## config.mk

```make
export PLATFORM = sky130hd
export DESIGN_NAME = clock_set_ctrl_flat
export DESIGN_NICKNAME = d
export VERILOG_FILES = /design/src/rtl/clock_set_ctrl_if.sv /design/src/rtl/clock_set_ctrl.sv /design/src/flat_wrapper.sv
export SDC_FILE = /design/constraint.sdc
export NUM_CORES = 1
export LEC_CHECK = 0
export CORE_MARGIN = 2
export CORE_UTILIZATION = 37
export DETAILED_ROUTE_END_ITERATION = 7
export GPL_TIMING_DRIVEN = 0
export HOLD_SLACK_MARGIN = 0.05
export PLACE_DENSITY_LB_ADDON = 0.1
export SETUP_SLACK_MARGIN = 0.1
export SLEW_MARGIN = 15
export SYNTH_ARGS = -nofsm -noshare
export SYNTH_HDL_FRONTEND = slang
export SYNTH_SLANG_ARGS = --single-unit
export TNS_END_PERCENT = 100
```

## constraint.sdc

```tcl
create_clock -name clk -period 2.05 [get_ports clk]
set_clock_uncertainty 0.15 [all_clocks]
set_input_delay 0.3075 -clock clk [delete_from_list [all_inputs] [get_ports clk]]
set_output_delay 0.3075 -clock clk [all_outputs]
set_load 0.005 [all_outputs]
```

## src/rtl/clock_set_ctrl_if.sv

```systemverilog
// Counter bus between the time-set controller and the sec/min/hour counters.
// The controller grants one counter at a time onto the shared read bus and
// issues load strobes with the value to load.
interface clock_set_ctrl_if;
    logic [5:0] databus;
    logic       en_sec;
    logic       en_min;
    logic       en_hour;
    logic       ld_sec;
    logic       ld_min;
    logic       ld_hour;
    logic [5:0] load_data;
    logic       run;

    modport master (
        input  databus,
        output en_sec, en_min, en_hour,
        output ld_sec, ld_min, ld_hour,
        output load_data,
        output run
    );

    modport slave (
        output databus,
        input  en_sec, en_min, en_hour,
        input  ld_sec, ld_min, ld_hour,
        input  load_data,
        input  run
    );
endinterface

```

## src/rtl/clock_set_ctrl.sv

```systemverilog
// Time-set controller for a digital clock.
// Scans the sec/min/hour counters over a shared bus into display registers and
// runs a mode/increment button state machine that edits hour, minute and second
// in turn, loading each edited value back into its counter with a one-cycle strobe.
// Set mode aborts without loading after TIMEOUT seconds with no button press.
module clock_set_ctrl #(
    parameter int HOUR_MOD = 24,
    parameter int MIN_MOD  = 60,
    parameter int TIMEOUT  = 10
) (
    input  logic                    clk,
    input  logic                    clear,
    input  logic                    btn_mode,
    input  logic                    btn_inc,
    input  logic                    tick_1hz,
    clock_set_ctrl_if.master        bus,
    output logic [1:0]              state,
    output logic [5:0]              disp_sec,
    output logic [5:0]              disp_min,
    output logic [4:0]              disp_hour,
    output logic [5:0]              edit_val
);

    typedef enum logic [1:0] {
        ST_RUN      = 2'b00,
        ST_SET_HOUR = 2'b01,
        ST_SET_MIN  = 2'b10,
        ST_SET_SEC  = 2'b11
    } state_t;

    localparam int         TW        = $clog2(TIMEOUT + 1);
    localparam logic [5:0] HOUR_LAST = 6'(HOUR_MOD - 1);
    localparam logic [5:0] MIN_LAST  = 6'(MIN_MOD - 1);
    localparam logic [TW-1:0] TCNT_LAST = TW'(TIMEOUT - 1);

    state_t        state_r;
    logic          run_r;
    logic          en_sec_r;
    logic          en_min_r;
    logic          en_hour_r;
    logic          ld_sec_r;
    logic          ld_min_r;
    logic          ld_hour_r;
    logic [5:0]    load_data_r;
    logic [5:0]    edit_r;
    logic [TW-1:0] tcount;
    logic          mode_q;
    logic          inc_q;

    logic          mode_press;
    logic          inc_press;
    logic          timeout_hit;
    logic [5:0]    edit_max;
    logic [5:0]    edit_next;

    // Press detection, timeout compare and wrapped increment of the edited field.
    always_comb begin
        // NOTE: every always_comb output gets a default first so no path can infer a latch.
        mode_press  = 1'b0;
        inc_press   = 1'b0;
        timeout_hit = 1'b0;
        edit_max    = MIN_LAST;
        edit_next   = 6'd0;

        mode_press  = btn_mode & ~mode_q;
        inc_press   = btn_inc & ~inc_q;
        timeout_hit = tick_1hz && (tcount == TCNT_LAST);
        if (state_r == ST_SET_HOUR) begin
            edit_max = HOUR_LAST;
        end
        edit_next = (edit_r == edit_max) ? 6'd0 : edit_r + 6'd1;
    end

    // Bus grant rotates sec -> min -> hour -> sec every cycle.
    always_ff @(posedge clk or posedge clear) begin
        // NOTE: sequential state uses non-blocking assignments so all registers update together at the edge.
        if (clear) begin
            {en_hour_r, en_min_r, en_sec_r} <= 3'b001;
        end else begin
            {en_hour_r, en_min_r, en_sec_r} <= {en_min_r, en_sec_r, en_hour_r};
        end
    end

    // Capture the granted counter's bus value into its display register.
    always_ff @(posedge clk or posedge clear) begin
        if (clear) begin
            disp_sec  <= 6'd0;
            disp_min  <= 6'd0;
            disp_hour <= 5'd0;
        end else begin
            if (en_sec_r) begin
                disp_sec <= bus.databus;
            end
            if (en_min_r) begin
                disp_min <= bus.databus;
            end
            if (en_hour_r) begin
                disp_hour <= bus.databus[4:0];
            end
        end
    end

    // Set-mode state machine with registered run, strobes, load value and edit value.
    always_ff @(posedge clk or posedge clear) begin
        if (clear) begin
            state_r     <= ST_RUN;
            run_r       <= 1'b1;
            ld_sec_r    <= 1'b0;
            ld_min_r    <= 1'b0;
            ld_hour_r   <= 1'b0;
            load_data_r <= 6'd0;
            edit_r      <= 6'd0;
            tcount      <= '0;
            mode_q      <= 1'b0;
            inc_q       <= 1'b0;
        end else begin
            mode_q      <= btn_mode;
            inc_q       <= btn_inc;
            ld_sec_r    <= 1'b0;
            ld_min_r    <= 1'b0;
            ld_hour_r   <= 1'b0;
            load_data_r <= 6'd0;

            if (state_r == ST_RUN) begin
                // Ticks are ignored while running; counting resumes from the cycle after any SET exit.
                run_r  <= 1'b1;
                tcount <= '0;
                edit_r <= 6'd0;
                if (mode_press) begin
                    state_r <= ST_SET_HOUR;
                    run_r   <= 1'b0;
                    edit_r  <= {1'b0, disp_hour};
                end
            end else begin
                // Run stays low through the final strobe cycle so the counter loads before it counts.
                run_r <= 1'b0;
                if (mode_press) begin
                    // Mode wins over a coincident increment, which is dropped.
                    tcount      <= '0;
                    load_data_r <= edit_r;
                    case (state_r)
                        ST_SET_HOUR: begin
                            ld_hour_r <= 1'b1;
                            state_r   <= ST_SET_MIN;
                            edit_r    <= disp_min;
                        end
                        ST_SET_MIN: begin
                            ld_min_r <= 1'b1;
                            state_r  <= ST_SET_SEC;
                            edit_r   <= disp_sec;
                        end
                        default: begin
                            ld_sec_r <= 1'b1;
                            state_r  <= ST_RUN;
                            edit_r   <= 6'd0;
                        end
                    endcase
                end else if (inc_press) begin
                    tcount <= '0;
                    edit_r <= edit_next;
                end else if (timeout_hit) begin
                    // Abort: nothing is loaded and the edit is discarded.
                    tcount  <= '0;
                    state_r <= ST_RUN;
                    edit_r  <= 6'd0;
                end else if (tick_1hz) begin
                    tcount <= tcount + TW'(1);
                end
            end
        end
    end

    assign bus.en_sec    = en_sec_r;
    assign bus.en_min    = en_min_r;
    assign bus.en_hour   = en_hour_r;
    assign bus.ld_sec    = ld_sec_r;
    assign bus.ld_min    = ld_min_r;
    assign bus.ld_hour   = ld_hour_r;
    assign bus.load_data = load_data_r;
    assign bus.run       = run_r;
    assign state         = state_r;
    assign edit_val      = edit_r;

endmodule

```

## src/flat_wrapper.sv

```systemverilog
// flat-port wrapper written by rule: the top's interface ports become plain ports
module clock_set_ctrl_flat 
#(
    parameter int HOUR_MOD = 24,
    parameter int MIN_MOD  = 60,
    parameter int TIMEOUT  = 10
)
  (clk, clear, btn_mode, btn_inc, tick_1hz, state, disp_sec, disp_min, disp_hour, edit_val, bus_databus, bus_en_sec, bus_en_min, bus_en_hour, bus_ld_sec, bus_ld_min, bus_ld_hour, bus_load_data, bus_run);
  clock_set_ctrl_if bus_i ();
  input  logic clk;
  input  logic clear;
  input  logic btn_mode;
  input  logic btn_inc;
  input  logic tick_1hz;
  output logic [1:0] state;
  output logic [5:0] disp_sec;
  output logic [5:0] disp_min;
  output logic [4:0] disp_hour;
  output logic [5:0] edit_val;
  input wire logic [$bits(bus_i.databus)-1:0] bus_databus;
  output wire logic [$bits(bus_i.en_sec)-1:0] bus_en_sec;
  output wire logic [$bits(bus_i.en_min)-1:0] bus_en_min;
  output wire logic [$bits(bus_i.en_hour)-1:0] bus_en_hour;
  output wire logic [$bits(bus_i.ld_sec)-1:0] bus_ld_sec;
  output wire logic [$bits(bus_i.ld_min)-1:0] bus_ld_min;
  output wire logic [$bits(bus_i.ld_hour)-1:0] bus_ld_hour;
  output wire logic [$bits(bus_i.load_data)-1:0] bus_load_data;
  output wire logic [$bits(bus_i.run)-1:0] bus_run;
  assign bus_i.databus = bus_databus;
  assign bus_en_sec = bus_i.en_sec;
  assign bus_en_min = bus_i.en_min;
  assign bus_en_hour = bus_i.en_hour;
  assign bus_ld_sec = bus_i.ld_sec;
  assign bus_ld_min = bus_i.ld_min;
  assign bus_ld_hour = bus_i.ld_hour;
  assign bus_load_data = bus_i.load_data;
  assign bus_run = bus_i.run;
  clock_set_ctrl #(.HOUR_MOD(HOUR_MOD), .MIN_MOD(MIN_MOD), .TIMEOUT(TIMEOUT)) u_core (.clk(clk), .clear(clear), .btn_mode(btn_mode), .btn_inc(btn_inc), .tick_1hz(tick_1hz), .bus(bus_i), .state(state), .disp_sec(disp_sec), .disp_min(disp_min), .disp_hour(disp_hour), .edit_val(edit_val));
endmodule
```

==> results.ini <==
[status]
outcome = finished, final reports clean

[critical_path]
crit_chain = inv_2 -> ha_2 -> buf_6 -> and4bb_1 -> o211ai_4 -> a31o_1 -> a211o_1
reg2reg_slack_ns = 0.14
worstPathRequired_ns = 2.08
critPathMaxFanout = 6
slowest_stage = dfrtp_1
cp.buffers_inverters = 2
crit_family = compound AO/OA/AOI/OAI gates
crit_type = reg2reg
max_stage_delay_ns = 0.38
r2r_start = u_core.state[1]
worstSetupStartpointType = flip-flop
crit_arrival_ns = 1.94
cp-end-kind = flip-flop
r2r_end = u_core.edit_val[5]
r2r_cells = 7

[sta]
hold_viol_final = 0
setup_viol = 0
rsz0062_at_grt = yes
tightest_slew_ns = 0.457
fin_crit_sh = 0.934
hold_slack_ns = 0.139
min_period_ns = 1.91
slew_headroom = 0.696
slew_viol_final = 0
fmax_ghz = 0.522
setup_ws_ns = 0.135

[floorplanning]
fp.dieH_um = 77.4
coreArea_sq_um = 5140
fp-row-count = 26
die-area_sq_um = 5990
die-width_um = 77.4
initial_core_util = 0.388
io_pins = 49

[logic_synthesis]
ys_top_cells_by_area = dfrtp_1 53%, mux2_2 9.6%, ha_1 3.8%
synth_top_area_frac = 0.528
yosysSeqAreaShare = 0.554
synthCells = 165
ys_types = 41
syn-num-nets = 182
syn_area_sq_um = 1990
yosysTopAreaCell = dfrtp_1
yosysWarnings = 0
syn_avg_cell_area_sq_um = 12.1
synth-seq-cells = 44

[finish]
area_growth_pct = 36.7
insertedDiodeCount = 0
finish.utilization = 0.530
final_layout_size_suffix_gt1_frac = 0.207
nNetsFinal = 243
fillers = 493
instances_no_fill = 297

[detailed_routing]
vias = 1488
drt_iter0_drc = 39
ant_nets = 0
viasPerCell = 5.01
avgRoutedWirePerCell_um = 15.5
wl_mm = 4.61
drt_pre_antenna_iters = 4
drc = 0

[clock_tree]
clockBufferDepth = 2
numCtsBuffers = 5
cts_tree = yes
h-tree-depth = 2
postCtsHoldBufs = 0
cts_root_buffer = clkbuf_8
clock-sinks = 44
clk_latency_ns = 0.30
clk_pin_slew_ns = 0.08

[placed_design]
dp_hpwl_mm = 3.32
place_ws_ns = -0.0363
portBuffers = 48
place_congestion = 0.726
place_inst = 284

[power]
ir_worst_vdd_uv = 402
total_power_w = 0.00212
powerDensity_nw_per_um2 = 779
leakage_nw = 1.21

[worst_hold_path]
holdCritPathClass = in2async

[grt]
overflow = 0
grt_pass1_wl_mm = 7.65
grt_max_degree = 30
grt.total_usage = 0.163
grt_pass1_vias = 1593
antenna_found_initial = 0

[job]
max_cap_violations = 0

==> cells in the final DEF, fill, tap and decap left out, types with 2 or more instances in the layout <==
cell type	instances
dfstp_2	2
o21ai_1	2
a22oi_1	9
xor2_1	2
o21ai_0	5
dfrtp_1	42
a31oi_1	2
clkdlybuf4s50_1	48
nand2b_1	2
clkinv_2	2
and4bb_1	2
ha_1	4
inv_1	3
nor3_1	7
ha_2	2
buf_4	7
nand4_1	3
inv_2	2
a21oi_1	2
nand3_1	6
and2_1	8
mux2_2	17
nor2_1	6
clkbuf_8	6
o211ai_1	2
nand2_1	11
clkbuf_1	2
==> sequential cells by signal, indices dropped and copies added (netlist names), 2 cells and up <==
| register | flops |
|---|---|
| u_core.bus.load_data | 6 |
| u_core.disp_min | 6 |
| u_core.tcount | 4 |
| u_core.disp_hour | 5 |
| u_core.edit_val | 6 |
| u_core.disp_sec | 6 |
| u_core.state | 2 |
==> through the flow <==
step / cell area, sq um / TNS, ns
final: 2720 / 0
after global routing: 2720 / 0
after CTS: 2680 / 0
after detailed placement: 2580 / -0.0363
after global placement: 2560 / -10.78
after floorplan: 1990 / 0
==> kinds of logic after synthesis <==
logic type | after synthesis | share of synthesized area
AOI/OAI and AO/OA | 27 | 0.0986
xor gates and xnor gates | 2 | 0.00880
adders and majority gates | 6 | 0.0377
buffers and inverters | 12 | 0.0301
DFF | 44 | 0.554
muxes | 17 | 0.0961
and+or+nand+nor | 57 | 0.175
==> final cells by class <==
type / instances / area [sq um] / share of cell area
Timing Repair Buffer: 54 / 538 / 0.198
Clock buffer: 6 / 82.6 / 0.0303
Inverter: 5 / 18.8 / 0.00689
Clock inverter: 2 / 10.0 / 0.00368
Buffer: 7 / 42.5 / 0.0156
Tap cell: 70 / 87.6 / 0.0322
Multi-Input combinational cell: 109 / 840 / 0.308
Sequential cell: 44 / 1100 / 0.405
==> where the power goes <==
| part | switching, W | leakage (nW) | internal [W] |
|---|---|---|---|
| sequential | 0.0000433 | 0.596 | 0.000925 |
| combinational | 0.000312 | 0.564 | 0.000287 |
| clock | 0.000284 | 0.0510 | 0.000269 |
| total | 0.000640 | 1.21 | 0.00148 |
==> how the worst max path moves through the flow <==
stage                          from            endpoint  slack (ns)  cells past startpoint
finish              u_core.state[1]  u_core.edit_val[5]        0.14                      7
global route        u_core.state[1]  u_core.edit_val[5]        0.07                      7
CTS                 u_core.state[0]  u_core.edit_val[5]        0.08                      6
detailed placement         btn_mode  u_core.edit_val[5]       -0.04                      6
global placement              clear  u_core.disp_min[5]       -0.26                      2
floorplan           u_core.state[1]  u_core.edit_val[5]        0.16                      7
==> cell usage after synthesis, drive strengths merged <==
| cell | count |
|---|---|
| dfrtp | 42 |
| mux2 | 17 |
| nand2 | 11 |
| a22oi | 9 |
| and2 | 9 |
| nor3 | 8 |
| o21ai | 7 |
| ha | 6 |
| nand3 | 6 |
| nor2 | 6 |
| inv | 5 |
| buf | 4 |
| clkbuf | 3 |
| nand2b | 3 |
| nand4 | 3 |
| o211ai | 3 |
| a21oi | 2 |
| a31oi | 2 |
| and4bb | 2 |
| dfstp | 2 |
| nor4 | 2 |
| xor2 | 2 |
| a211o | 1 |
| a31o | 1 |
| a32oi | 1 |
| and2b | 1 |
| and3b | 1 |
| and4b | 1 |
| nor2b | 1 |
| nor3b | 1 |
| o22a | 1 |
| or2 | 1 |
| or3 | 1 |
==> timing repair <==
| action | in CTS | in global routing |
|---|---|---|
| resized for setup | 1 | 4 |
| setup buffers | 1 | 4 |
| endpoints found under the setup margin | 7 | 9 |
| pin swaps | 1 | 5 |
==> layer usage <==
layer  global-route usage  routed length, um
met1                0.195               2010
met2                0.286               2350
met3               0.0372                190
met4               0.0625                 57
met5                    0                  0
Power figures use the tool's default switching activity.
==> variant 1, RTL diff (same settings) <==
Put one more register stage on the output `edit_val`. The value now appears one clock later. The other outputs are not delayed to match.
--- a/src/rtl/clock_set_ctrl.sv
+++ b/src/rtl/clock_set_ctrl.sv
@@ -181,3 +181,5 @@
     assign state         = state_r;
-    assign edit_val      = edit_r;
+    always_ff @(posedge clk) begin
+        edit_val <= edit_r;
+    end
 
Function: changed (a bounded check fails within 4 cycles, from zero or initial values).
==> variant 1 against the unedited design <==
Worst hold slack improved by 53 ps. Sequential share of layout area increased by 2.3 points. First-iteration DRC count increased to 3.2 times the old value. Synthesized cell count increased by 3.6%. Largest cell class unchanged. Wire length decreased by 0.22%. Total power increased by 12%. Sequential cell count increased by 6. Utilization decreased by 1.1 points. Critical endpoint is now u_core.edit_r[5]$_DFFE_PP0P_. Highest routed layer unchanged. Worst setup slack improved by 36 ps. Area after synthesis increased by 6.0%. Final area increased by 4.9%. Sequential power increased by 18%.
==> variant 1: results (changes against the unedited design) <==
** Global routing
- The via count of the first global-routing pass came to 1592 (-0.063%).
- The total global routing track utilization was 15.7% (-0.67 points).
- Pin count of the biggest net entering global routing :: 25 (-17%)

** Worst setup path
- In this design, the largest share of critical-path delay is due to compound AO/OA/AOI/OAI gates.
- Maximum fanout along the worst path :: 7 (+1)
- Largest stage delay on the critical path :: 420 ps (+40 ps)
- Worst setup path end :: u_core.edit_r[5]$_DFFE_PP0P_

** Timing
- The final hold slack was 192 ps (+52.9 ps).
- The worst slew slack as a fraction of its limit is 67.6% (-1.9 points).

** Logic synthesis
- Sequential cell area fraction in the yosys report :: 58.0% (+2.6 points)
- Ranked by instance count, the synthesized netlist is headed by 42 x sky130_fd_sc_hd__dfrtp_1, 17 x sky130_fd_sc_hd__mux2_2, 13 x sky130_fd_sc_hd__nand2_1.
- Main area contributors after synthesis :: sky130_fd_sc_hd__dfrtp_1 50%, sky130_fd_sc_hd__mux2_2 9.1%, sky130_fd_sc_hd__dfxtp_1 5.7%, sky130_fd_sc_hd__ha_1 3.6%, sky130_fd_sc_hd__a22oi_1 3.2%
- The post-synthesis cell type count came to 38 (-7.3%).
- Share of synthesized flip-flops with an asynchronous set or reset :: 88.0% (-12 points)

** Detailed routing
- The vias after detailed routing is 1545 (+3.8%).
- Detailed Route Iter0 Violations :: 126 (+220%)
- Met3 wire length :: 224 um (+18%)
- The met1 wire length was 1990 um (-0.60%).
- The length of routed met2 wiring is 2320 um (-1.4%).
- Total length of routed wires :: 4600 um (-0.22%)

** Cells and area
- Clock network area share :: 3.72% (+0.32 points)
- Share of cells above drive strength 1 :: 19.0% (-1.7 points)
- The post-layout net count was 248 (+2.1%).
- The data-path buffer share of cell area in the final layout came to 20.9% (-0.46 points).
- The final-layout fill cell count came to 498 (+1.0%).
- Multi-input logic cell count :: 109 (unchanged)
- Total area of multi-input combinational cells :: 821 um2 (-2.2%)
- Register area :: 1220 um2 (+11%)
- Non-clock buffer count in the final layout :: 60 (-1.6%)

** Clock network
- The number of buffers inserted by post-CTS setup repair came to 0 (-1).
- The number of instances resized during post-cts repair came to 0 (-1).
- Quantity of hold-fixing buffers added after cts :: 0 (unchanged)
- The sink count of the clock tree was 50 (+14%).

** Placed design
- The half-perimeter wire length after placement was 3320 um (-0.18%).
- The total of buffers placed on input and output ports is 48 (unchanged).

** Status
- The flow ran to the end, and the final reports show no timing, DRC or antenna violations.

** Power and ir drop
- Leakage dissipation :: 1.25 nW (+3.4%)
- The worst vdd rail ir drop came to 458 uV (+14%).
==> variant 1: per-layer routing <==
metal	track usage, %	up-vias
li1	-	731
met1	19.0	759
met2	27.0	49
met3	3.73	6
met4	5.69	0
met5	0	-
==> variant 1: cell families after synthesis <==
family,after synthesis,synth area share (%)
simple gates,56,14.7
flops,50,58.0
compound gates,27,10.1
mux,17,9.07
buf+inv,12,3.38
fa+ha+maj,6,3.56
xor+xnor,3,1.25
==> variant 1: metrics by stage <==
step           util [%]  total power [W]  setup WS, ps  area [um2]  std cells
2_1_floorplan         -          0.00143           320        2110        171
3_3_place_gp       48.7          0.00165          -284        2680        291
3_5_place_dp       49.2          0.00168         -23.6        2710        292
4_1_cts            51.1          0.00235           130        2820        300
5_1_grt            51.9          0.00251          83.6        2860        304
6_report           51.9          0.00237           172        2860        304
==> variant 1: where the power goes <==
group	internal (W)	switching [W]	leakage (nW)
Clock	0.000365	0.000298	0.0524
Sequential	0.00107	0.0000657	0.642
Combinational	0.000289	0.000285	0.558
Total	0.00172	0.000649	1.25
==> variant 2, RTL diff (same flow settings) <==
Made on the original files. `TIMEOUT` is set to 10 in 2 places; all go to 20.
--- a/src/rtl/clock_set_ctrl.sv
+++ b/src/rtl/clock_set_ctrl.sv
@@ -8,3 +8,3 @@
     parameter int MIN_MOD  = 60,
-    parameter int TIMEOUT  = 10
+    parameter int TIMEOUT  = 20
 ) (
--- a/src/flat_wrapper.sv
+++ b/src/flat_wrapper.sv
@@ -5,3 +5,3 @@
     parameter int MIN_MOD  = 60,
-    parameter int TIMEOUT  = 10
+    parameter int TIMEOUT  = 20
 )
Formal check against the unedited RTL: no difference found for any inputs over 10 cycles, from zero or initial values; that may be too few to reach the edited logic, so the function may still have changed.
==> variant 2 against the unedited design <==
Area after synthesis rose by 0.25%. First-iteration DRC count grew 120%. Worst setup slack worse by 72 ps. Die area increased by 0.25%. Sequential share of layout area grew 0.097 points. Worst hold slack better by 78 ps. Critical path type unchanged. Sequential cell count is 1 higher. Total power rose by 0.47%. Final area rose by 2.0%. Via count is 4.8% higher. Critical path depth did not move. Wire length down 3.1%.
==> variant 2: results (changes against the unedited design) <==
** Logic synthesis
- Avg Inst Size Synth :: 11.8 um2 (-2.1%)
- Most numerous cell types in the synthesized netlist :: 43 x sky130_fd_sc_hd__dfrtp_1, 17 x sky130_fd_sc_hd__mux2_2, 12 x sky130_fd_sc_hd__nand3_1
- The post-synthesis net count came to 185 (+1.6%).
- Main area contributors after synthesis :: sky130_fd_sc_hd__dfrtp_1 54%, sky130_fd_sc_hd__mux2_2 9.6%, sky130_fd_sc_hd__ha_1 3.1%, sky130_fd_sc_hd__nand3_1 3.0%, sky130_fd_sc_hd__a22oi_1 2.6%
- The post-synthesis cell type count was 38 (-7.3%).
- The fraction of synthesized cell area in xor and xnor cells was 0.877% (-0.0022 points).
- The synthesized-area fraction occupied by adder cells is 3.13% (-0.64 points).

** Worst setup path
- Maximum fanout along the worst path :: 5 (-1)
- The data arrival at the endpoint of the critical path was 2020 ps (+80 ps).

** Cells and area
- Clock buffer count :: 7 (+1)
- The final-layout fill cell count is 466 (-5.5%).
- The area of the multi-input gates is 851 um2 (+1.3%).
- The data-path buffer share of cell area in the final layout came to 21.1% (-0.20 points).
- Number of standard cells in the layout, taps in and fillers out :: 300 (+1.0%)
- Number of non-clock inverters in the layout :: 6 (+1)
- Multi-input logic cell count :: 110 (+0.92%)
- The fraction of final layout cells sized beyond drive strength 1 is 20.4% (-0.27 points).
- The post-route cell area is 2780 um2 (+2.0%).

** Power and ir drop
- Final total power :: 0.00213 W (+0.47%)
- The switching power of the nets is 0.000623 W (-2.6%).
- Worst IR drop on VDD :: 330 uV (-18%)
- Leakage dissipation :: 1.25 nW (+3.1%)

** Floorplan
- The horizontal die dimension was 77.5 um (+0.12%).

** Clock network
- Post-cts resize count :: 6 (+5)
- The sink count of the clock tree was 45 (+2.3%).

** Placed design
- The routability congestion estimate was 0.824 (+13%).
- The worst slack at placement is -371 ps (-335 ps).
- Detailed-placement wirelength estimate :: 3260 um (-1.8%)
- The placed standard-cell area is 2600 um2 (+0.82%).

** Detailed routing
- The aggregate routed wire length is 4470 um (-3.1%).

** Global routing
- The pin count of the biggest net entering global routing was 24 (-20%).
- Via count of the first global-routing pass :: 1648 (+3.5%)

** Status
- The run finished with clean final reports.
variant 2: changes by cell type after synthesis, moves of 4 or more:
cell / change
sky130_fd_sc_hd__nor3_1: -4
sky130_fd_sc_hd__nand2_1: -4
sky130_fd_sc_hd__and2_1: -8
sky130_fd_sc_hd__nand3_1: +6
sky130_fd_sc_hd__and3_1: +8
variant 2: layer usage:
layer	routed length, um	GRT usage, %
met3	229	3.72
met4	85	6.79
met1	2050	20.9
met5	0	0
met2	2100	25.6
variant 2: path summary, 6_finish.rpt:
path	to	slack (ps)
max	u_core.edit_val[3]$_DFFE_PP0P_	60
min	u_core.bus.ld_hour$_DFF_PP0_	220
max reg2reg	u_core.edit_val[3]$_DFFE_PP0P_	60
min reg2reg	u_core.bus.en_hour$_DFF_PP0_	250
max in group asynchronous	u_core.bus.en_sec$_DFF_PP1_	950
min in group clk	u_core.bus.en_hour$_DFF_PP0_	250
